===== config.mk =====
export PLATFORM = sky130hd
export DESIGN_NAME = wb_initiator
export DESIGN_NICKNAME = d
export VERILOG_FILES = /design/src/rtl/wb_pkg.sv /design/src/rtl/wb_initiator.sv
export SDC_FILE = /design/constraint.sdc
export NUM_CORES = 1
export LEC_CHECK = 0
export ABC_AREA = 1
export CELL_PAD_IN_SITES_DETAIL_PLACEMENT = 0
export CELL_PAD_IN_SITES_GLOBAL_PLACEMENT = 2
export CORE_UTILIZATION = 23
export DETAILED_ROUTE_END_ITERATION = 6
export GPL_TIMING_DRIVEN = 0
export PLACE_DENSITY = 0.86
export SYNTH_ARGS = -nofsm -noshare
export SYNTH_HDL_FRONTEND = slang
export SYNTH_SLANG_ARGS = --single-unit

===== constraint.sdc =====
create_clock -name clk -period 3 [get_ports clk]
set_input_delay 0.3 -clock clk [delete_from_list [all_inputs] [get_ports clk]]
set_output_delay 0.3 -clock clk [all_outputs]
set_load 0.1 [all_outputs]

===== src/rtl/wb_pkg.sv =====
// Shared Wishbone definitions: bus width defaults (common with user_proj),
// the initiator FSM state type and response status codes.
package wb_pkg;

    localparam int WB_ADDR_W = 32;
    localparam int WB_DATA_W = 32;

    // rsp_err_o encoding
    localparam logic WB_RSP_OK          = 1'b0;
    localparam logic WB_RSP_ERR_TIMEOUT = 1'b1;

    typedef enum logic [1:0] {
        IDLE = 2'd0,
        BUS  = 2'd1,
        RESP = 2'd2
    } wb_init_state_t;

endpackage


===== src/rtl/wb_initiator.sv =====
// Wishbone classic single-transfer master: one bus cycle per command, with a
// bounded ack wait that aborts and reports an error on timeout.
module wb_initiator
    import wb_pkg::*;
#(
    parameter int ADDR_W  = WB_ADDR_W,
    parameter int DATA_W  = WB_DATA_W,
    parameter int TIMEOUT = 16,
    parameter int CNT_W   = 16
) (
    input  logic                  clk,
    input  logic                  reset,

    input  logic                  cmd_valid_i,
    output logic                  cmd_ready_o,
    input  logic                  cmd_we_i,
    input  logic [ADDR_W-1:0]     cmd_adr_i,
    input  logic [DATA_W-1:0]     cmd_dat_i,
    input  logic [DATA_W/8-1:0]   cmd_sel_i,

    output logic                  rsp_valid_o,
    input  logic                  rsp_ready_i,
    output logic [DATA_W-1:0]     rsp_dat_o,
    output logic                  rsp_err_o,

    output logic                  wbm_cyc_o,
    output logic                  wbm_stb_o,
    output logic                  wbm_we_o,
    output logic [ADDR_W-1:0]     wbm_adr_o,
    output logic [DATA_W-1:0]     wbm_dat_o,
    output logic [DATA_W/8-1:0]   wbm_sel_o,
    input  logic                  wbm_ack_i,
    input  logic [DATA_W-1:0]     wbm_dat_i,

    output logic [CNT_W-1:0]      xfer_cnt_o
);

    localparam int                SEL_W     = DATA_W / 8;
    localparam int                WAIT_W    = $clog2(TIMEOUT + 1);
    localparam logic [WAIT_W-1:0] WAIT_LAST = WAIT_W'(TIMEOUT - 1);
    localparam logic [CNT_W-1:0]  CNT_MAX   = '1;

    wb_init_state_t      r_state;
    logic                r_cyc;
    logic                r_we;
    logic [ADDR_W-1:0]   r_adr;
    logic [DATA_W-1:0]   r_dat;
    logic [SEL_W-1:0]    r_sel;
    logic [WAIT_W-1:0]   r_wait;
    logic                r_rsp_valid;
    logic [DATA_W-1:0]   r_rsp_dat;
    logic                r_rsp_err;
    logic [CNT_W-1:0]    r_xfer_cnt;

    logic                w_accept;
    logic [CNT_W-1:0]    w_xfer_cnt_inc;

    // Gated by reset so no command is taken while the block is held in reset.
    assign cmd_ready_o    = (r_state == IDLE) && !reset;
    assign w_accept       = cmd_valid_i && cmd_ready_o;
    assign w_xfer_cnt_inc = (r_xfer_cnt == CNT_MAX) ? r_xfer_cnt : r_xfer_cnt + CNT_W'(1);

    always_ff @(posedge clk) begin
        if (reset) begin
            r_state     <= IDLE;
            r_cyc       <= 1'b0;
            r_we        <= 1'b0;
            r_adr       <= '0;
            r_dat       <= '0;
            r_sel       <= '0;
            r_wait      <= '0;
            r_rsp_valid <= 1'b0;
            r_rsp_dat   <= '0;
            r_rsp_err   <= 1'b0;
            r_xfer_cnt  <= '0;
        end else begin
            case (r_state)
                IDLE: begin
                    if (w_accept) begin
                        r_we    <= cmd_we_i;
                        r_adr   <= cmd_adr_i;
                        r_dat   <= cmd_dat_i;
                        r_sel   <= cmd_sel_i;
                        r_wait  <= '0;
                        r_cyc   <= 1'b1;
                        r_state <= BUS;
                    end
                end
                BUS: begin
                    // Ack is checked first so a late ack on the final wait cycle still completes.
                    if (wbm_ack_i) begin
                        r_cyc       <= 1'b0;
                        r_rsp_valid <= 1'b1;
                        r_rsp_dat   <= r_we ? '0 : wbm_dat_i;
                        r_rsp_err   <= WB_RSP_OK;
                        r_xfer_cnt  <= w_xfer_cnt_inc;
                        r_state     <= RESP;
                    end else if (r_wait == WAIT_LAST) begin
                        r_cyc       <= 1'b0;
                        r_rsp_valid <= 1'b1;
                        r_rsp_dat   <= '0;
                        r_rsp_err   <= WB_RSP_ERR_TIMEOUT;
                        r_xfer_cnt  <= w_xfer_cnt_inc;
                        r_state     <= RESP;
                    end else begin
                        r_wait <= r_wait + WAIT_W'(1);
                    end
                end
                RESP: begin
                    if (rsp_ready_i) begin
                        r_rsp_valid <= 1'b0;
                        r_state     <= IDLE;
                    end
                end
                default: begin
                    r_cyc       <= 1'b0;
                    r_rsp_valid <= 1'b0;
                    r_state     <= IDLE;
                end
            endcase
        end
    end

    assign wbm_cyc_o   = r_cyc;
    assign wbm_stb_o   = r_cyc;
    assign wbm_we_o    = r_we;
    assign wbm_adr_o   = r_adr;
    assign wbm_dat_o   = r_dat;
    assign wbm_sel_o   = r_sel;
    assign rsp_valid_o = r_rsp_valid;
    assign rsp_dat_o   = r_rsp_dat;
    assign rsp_err_o   = r_rsp_err;
    assign xfer_cnt_o  = r_xfer_cnt;

endmodule


Word level (Yosys, flattened, before mapping)
Cells that the tools add are included.
Word-level totals
  word-level logic and storage cells: 60
  bits in registers: 127
  output and inout port bits: 122
  input port bits: 106
Operators by class
  muxes and demuxes: 24
  bitwise logic cells: 2
  equality and inequality tests: 9
  reductions and logical operators: 12
  add/subtract/negate cells: 2
Operators by type and width (number)
  32-bit 2-to-1 mux: 3
  16-bit 2-to-1 mux: 3
  16-bit by 1-bit adder with 16-bit output (second input constant): 1
  16-bit == test (second input constant): 1
  5-bit 2-to-1 mux: 3
  5-bit case mux with 2 select lines: 1
  3-bit AND reduction: 3
  2-bit 2-to-1 mux: 4
  2-bit != test (second input constant): 4
  1-bit 2-to-1 mux: 7
  1-bit case mux with 3 select lines: 2
  2-bit case mux with 3 select lines: 1
  5-bit by 1-bit adder with 5-bit output (second input constant): 1
  5-bit by 4-bit == test with 1-bit output (second input constant): 1
  2-bit AND reduction: 2
  4-bit AND reduction: 1
  2-bit nonzero test: 2
  3-bit != test (second input constant): 1
  2-bit by 1-bit == test with 1-bit output (second input constant): 1
  2-bit == test (second input constant): 1
  1-bit logical AND: 2
  2-bit zero test: 1
  1-bit NOT: 2
  1-bit zero test: 1

Depth between registers and ports, before layout
  depth after elaboration: 5
  depth in mapped cells: 12
  mapped depth without buffers: 12

Least setup slack after synthesis
Ideal clock, no wire load.
  kind: input to output
  from: in reset
  to: out cmd_ready_o
  setup slack: -0.018 ns
  required time: 2.700 ns
  buffers on the path: 2
  arrival: 2.718 ns
  cell stages on the path: 3
  cells stage by stage: buf_2 -> clkbuf_1 -> nor3_1
On the way
  word-level cells in the longest chain between the ends: 2
Ends and longest elaborated chain
  start: declaration: RTL line wb_initiator.sv:12  | input logic reset,
  1-bit zero test: RTL line wb_initiator.sv:59  | assign cmd_ready_o = (r_state == IDLE) && !reset;
  1-bit logical AND: RTL line wb_initiator.sv:59
  end: declaration: RTL line wb_initiator.sv:15  | output logic cmd_ready_o,
Every way passes these cells.

Worst setup path after layout
Ends and elaborated chain as after synthesis.

==> impl_metrics.ini <==
[grt]
overflow = 0
global_route_wire_length_before_repair_um = 24770
grt_most_used_layer = met2
grtUsageMet3 = 0.07117
groute.usage.overall = 0.1447
grtUsageMet2 = 0.2362
gr-usage-met1 = 0.1680
grt_antenna_before_repair = 0
grt_max_degree = 17
grt_pass1_vias = 4717

[route]
post_drt_wl_per_cell_um = 13.56
ant_nets = 0
dr.first_iter.drc_count = 169
drc_errors = 0
finalWirelength_um = 15930
num_vias = 4904
post_drt_via_cell_ratio = 4.174
drt_pass1_iterations = 6

[logic_synthesis]
synth_xor_area_frac = 0.01067
synth_fp_nets = 751
ys_seq_area_frac = 0.5163
synthCells = 642
yosysUniqueCellTypes = 31
muxShareOfSynthArea = 0
synth_top_family_by_area = simple AND/OR/NAND/NOR gates
synth_adder_area_share = 0.007622
synth.avg_cell_area_um2 = 7.671
synth_simple_gate_area_frac = 0.3384
count_of_synthesis_stage_warnings_from_yosys = 0
ys_seq_elements = 127
syn_area_um2 = 4925
compound_gate_fraction_of_synth_area = 0.07292

[floorplanning]
start_util = 0.2343
floorplan.core_area_um2 = 21020
dieArea_um2 = 22000
num_io_pins = 228
placementRows = 53
floorplan.die.width_um = 148.3
dieHeight_um = 148.3

[worst_setup_path]
critical-path-max-stage-delay_ps = 1170
critPathTopFamily = buffers and inverters
critPathCaptureType = primary output
cp.arrival_ps = 2150
setup.worst_path.start_class = primary input
worst_ep_required_time_ps = 2700
crit_type = primary input to primary output
crit_chain = buf_2 -> clkbuf_1 -> nor3_2 -> clkdlybuf4s50_1
critical_path_fanouts_max = 10
crit_buf_inv = 3
slowest_cell_on_crit_path = sky130_fd_sc_hd__clkdlybuf4s50_1

[sta]
finalHoldViolCount = 0
post-route-min-period_ps = 2452
rsz0062_at_grt = no
worst_slew_pin_slew_ps = 1020
timing.slew.headroom = 0.3179
timing.setup.tns_ps = 0
clock_skew_ps = 10.10
setup_slack_ps = 547.9
final-max-slew-violation-count = 0
min_period_over_period = 0.8174
fmax_ghz = 0.4078
finalSetupViolCount = 0

[clock_network]
htree_levels = 4
clock_path_buffers = 2
clk-insertion-delay-late_ps = 420
hold_bufs_inserted_after_cts = 0
tritoncts_clock_tree = done
clkSlewWorstSetupHoldPaths_ps = 60
postCtsSetupRepairBufs = 0
cts_resized = 0
clkSinkCount = 127
tritoncts.num_buffers = 17
ctsRootBufferMaster = sky130_fd_sc_hd__clkbuf_16

[placed_design]
dp.final_hpwl_um = 11670
pre_cts_ws_ps = 489.2
portBuffers = 226
gp_congestion = 0.7280

[cells_and_area]
syn_to_final_growth_pct = 65.37
final_common_cell = sky130_fd_sc_hd__clkdlybuf4s50_1
finish.net_count = 996
layout.cells.most_common_list = 226 x sky130_fd_sc_hd__clkdlybuf4s50_1, 215 x sky130_fd_sc_hd__nand2_1, 127 x sky130_fd_sc_hd__dfxtp_1
n_antenna_cell = 0
fraction_of_final_layout_cells_with_drive_strength_greater_than_1 = 0.09444

[status]
run_status = finished, final reports clean

[hold_path]
hold_path_class = primary input to flop

[job]
maxCapViolations = 0

[pwr]
powerDensity_nw_per_um2 = 633.1
p_leak_nw = 3.221
peakVddDrop_mv = 0.3572
[path summary, 6_finish.rpt]
path / depth (start not counted) / slack (ps) / start / end
min: 3 / 420 / cmd_dat_i[30] / wbm_dat_o[30]$_SDFFE_PP0P_
min reg2reg: 2 / 460 / rsp_dat_o[22]$_SDFFE_PP0P_ / rsp_dat_o[22]$_SDFFE_PP0P_
max: 4 / 550 / reset / cmd_ready_o
max reg2reg: 10 / 1050 / r_wait[0]$_SDFFE_PP0P_ / r_wait[2]$_SDFFE_PP0P_
[tightest hold or removal path: cells and delay by family]
family / cells / cell delay (ps)
buffers and inverters: 1 / 390
and+or+nand+nor: 2 / 100
[routing by layer]
metal	routed length, µm	vias to the layer above
met5	0	-
met4	131	0
met3	1551	9
met2	7336	147
met1	6914	2171
li1	-	2577
[power breakdown]
| group | switching [mW] | leakage (nW) | total [mW] | internal, mW |
|---|---|---|---|---|
| clock | 0.804 | 0.285 | 2.13 | 1.33 |
| combinational | 0.866 | 1.90 | 1.19 | 0.326 |
| sequential | 0.0510 | 1.04 | 1.83 | 1.78 |
[state kept, by name, indices dropped and copies added (netlist names)]
signal and count:
rsp_err_o 1, rsp_dat_o 32, xfer_cnt_o 16, r_state 2, wbm_dat_o 32, wbm_sel_o 4, wbm_adr_o 32, r_wait 5
wbm_we_o 1, wbm_cyc_o 1, rsp_valid_o 1
[through the flow]
stage / hold slack, ps / instances / area (µm²) / utilization / total power, mW
detailed placement: 453.4 / 1143 / 7536 / 0.3585 / 3.066
global placement: 448.4 / 1143 / 7536 / 0.3585 / 3.067
CTS: 402.8 / 1175 / 8144 / 0.3874 / 5.232
floorplan: 410.5 / 642 / 4930 / - / 2.676
finish: 420.5 / 1175 / 8144 / 0.3874 / 5.156
global route: 406.5 / 1175 / 8144 / 0.3874 / 5.350
[cells in the mapped netlist (all sizes together)]
master / count / share of area
a211oi: 1 / 0.0015
a21oi: 52 / 0.060
and2: 1 / 0.0013
buf: 26 / 0.027
clkbuf: 14 / 0.011
dfxtp: 127 / 0.52
ha: 3 / 0.0076
inv: 21 / 0.017
nand2: 227 / 0.18
nand3: 115 / 0.12
nand4: 2 / 0.0025
nor2: 34 / 0.033
nor3: 3 / 0.0030
nor3b: 1 / 0.0015
o211a: 1 / 0.0020
o21ai: 6 / 0.0084
o22ai: 1 / 0.0013
or2: 1 / 0.0013
xnor2: 2 / 0.0036
xor2: 4 / 0.0071
[cell type report]
cell class	instances	area [µm²]
flip-flops and latches	127	2542
plain buffers	40	185.2
inverters	21	81.33
well taps	275	344.1
multi-input cells	454	2121
fillers	2202	12880
clock inverters	13	165.2
repair buffers	226	2262
clock buffers	19	442.9
[logic make-up (layout without fill, tap and decap cells)]
group                    count (synthesis)  count (layout)
AO/OA/AOI/OAI                           61              61
buffers and inverters                   61             319
adder cells (fa/ha/maj)                  3               3
flip-flops                             127             127
XOR/XNOR                                 6               6
AND/OR/NAND/NOR                        384             384
Power figures use the tool's default switching activity.
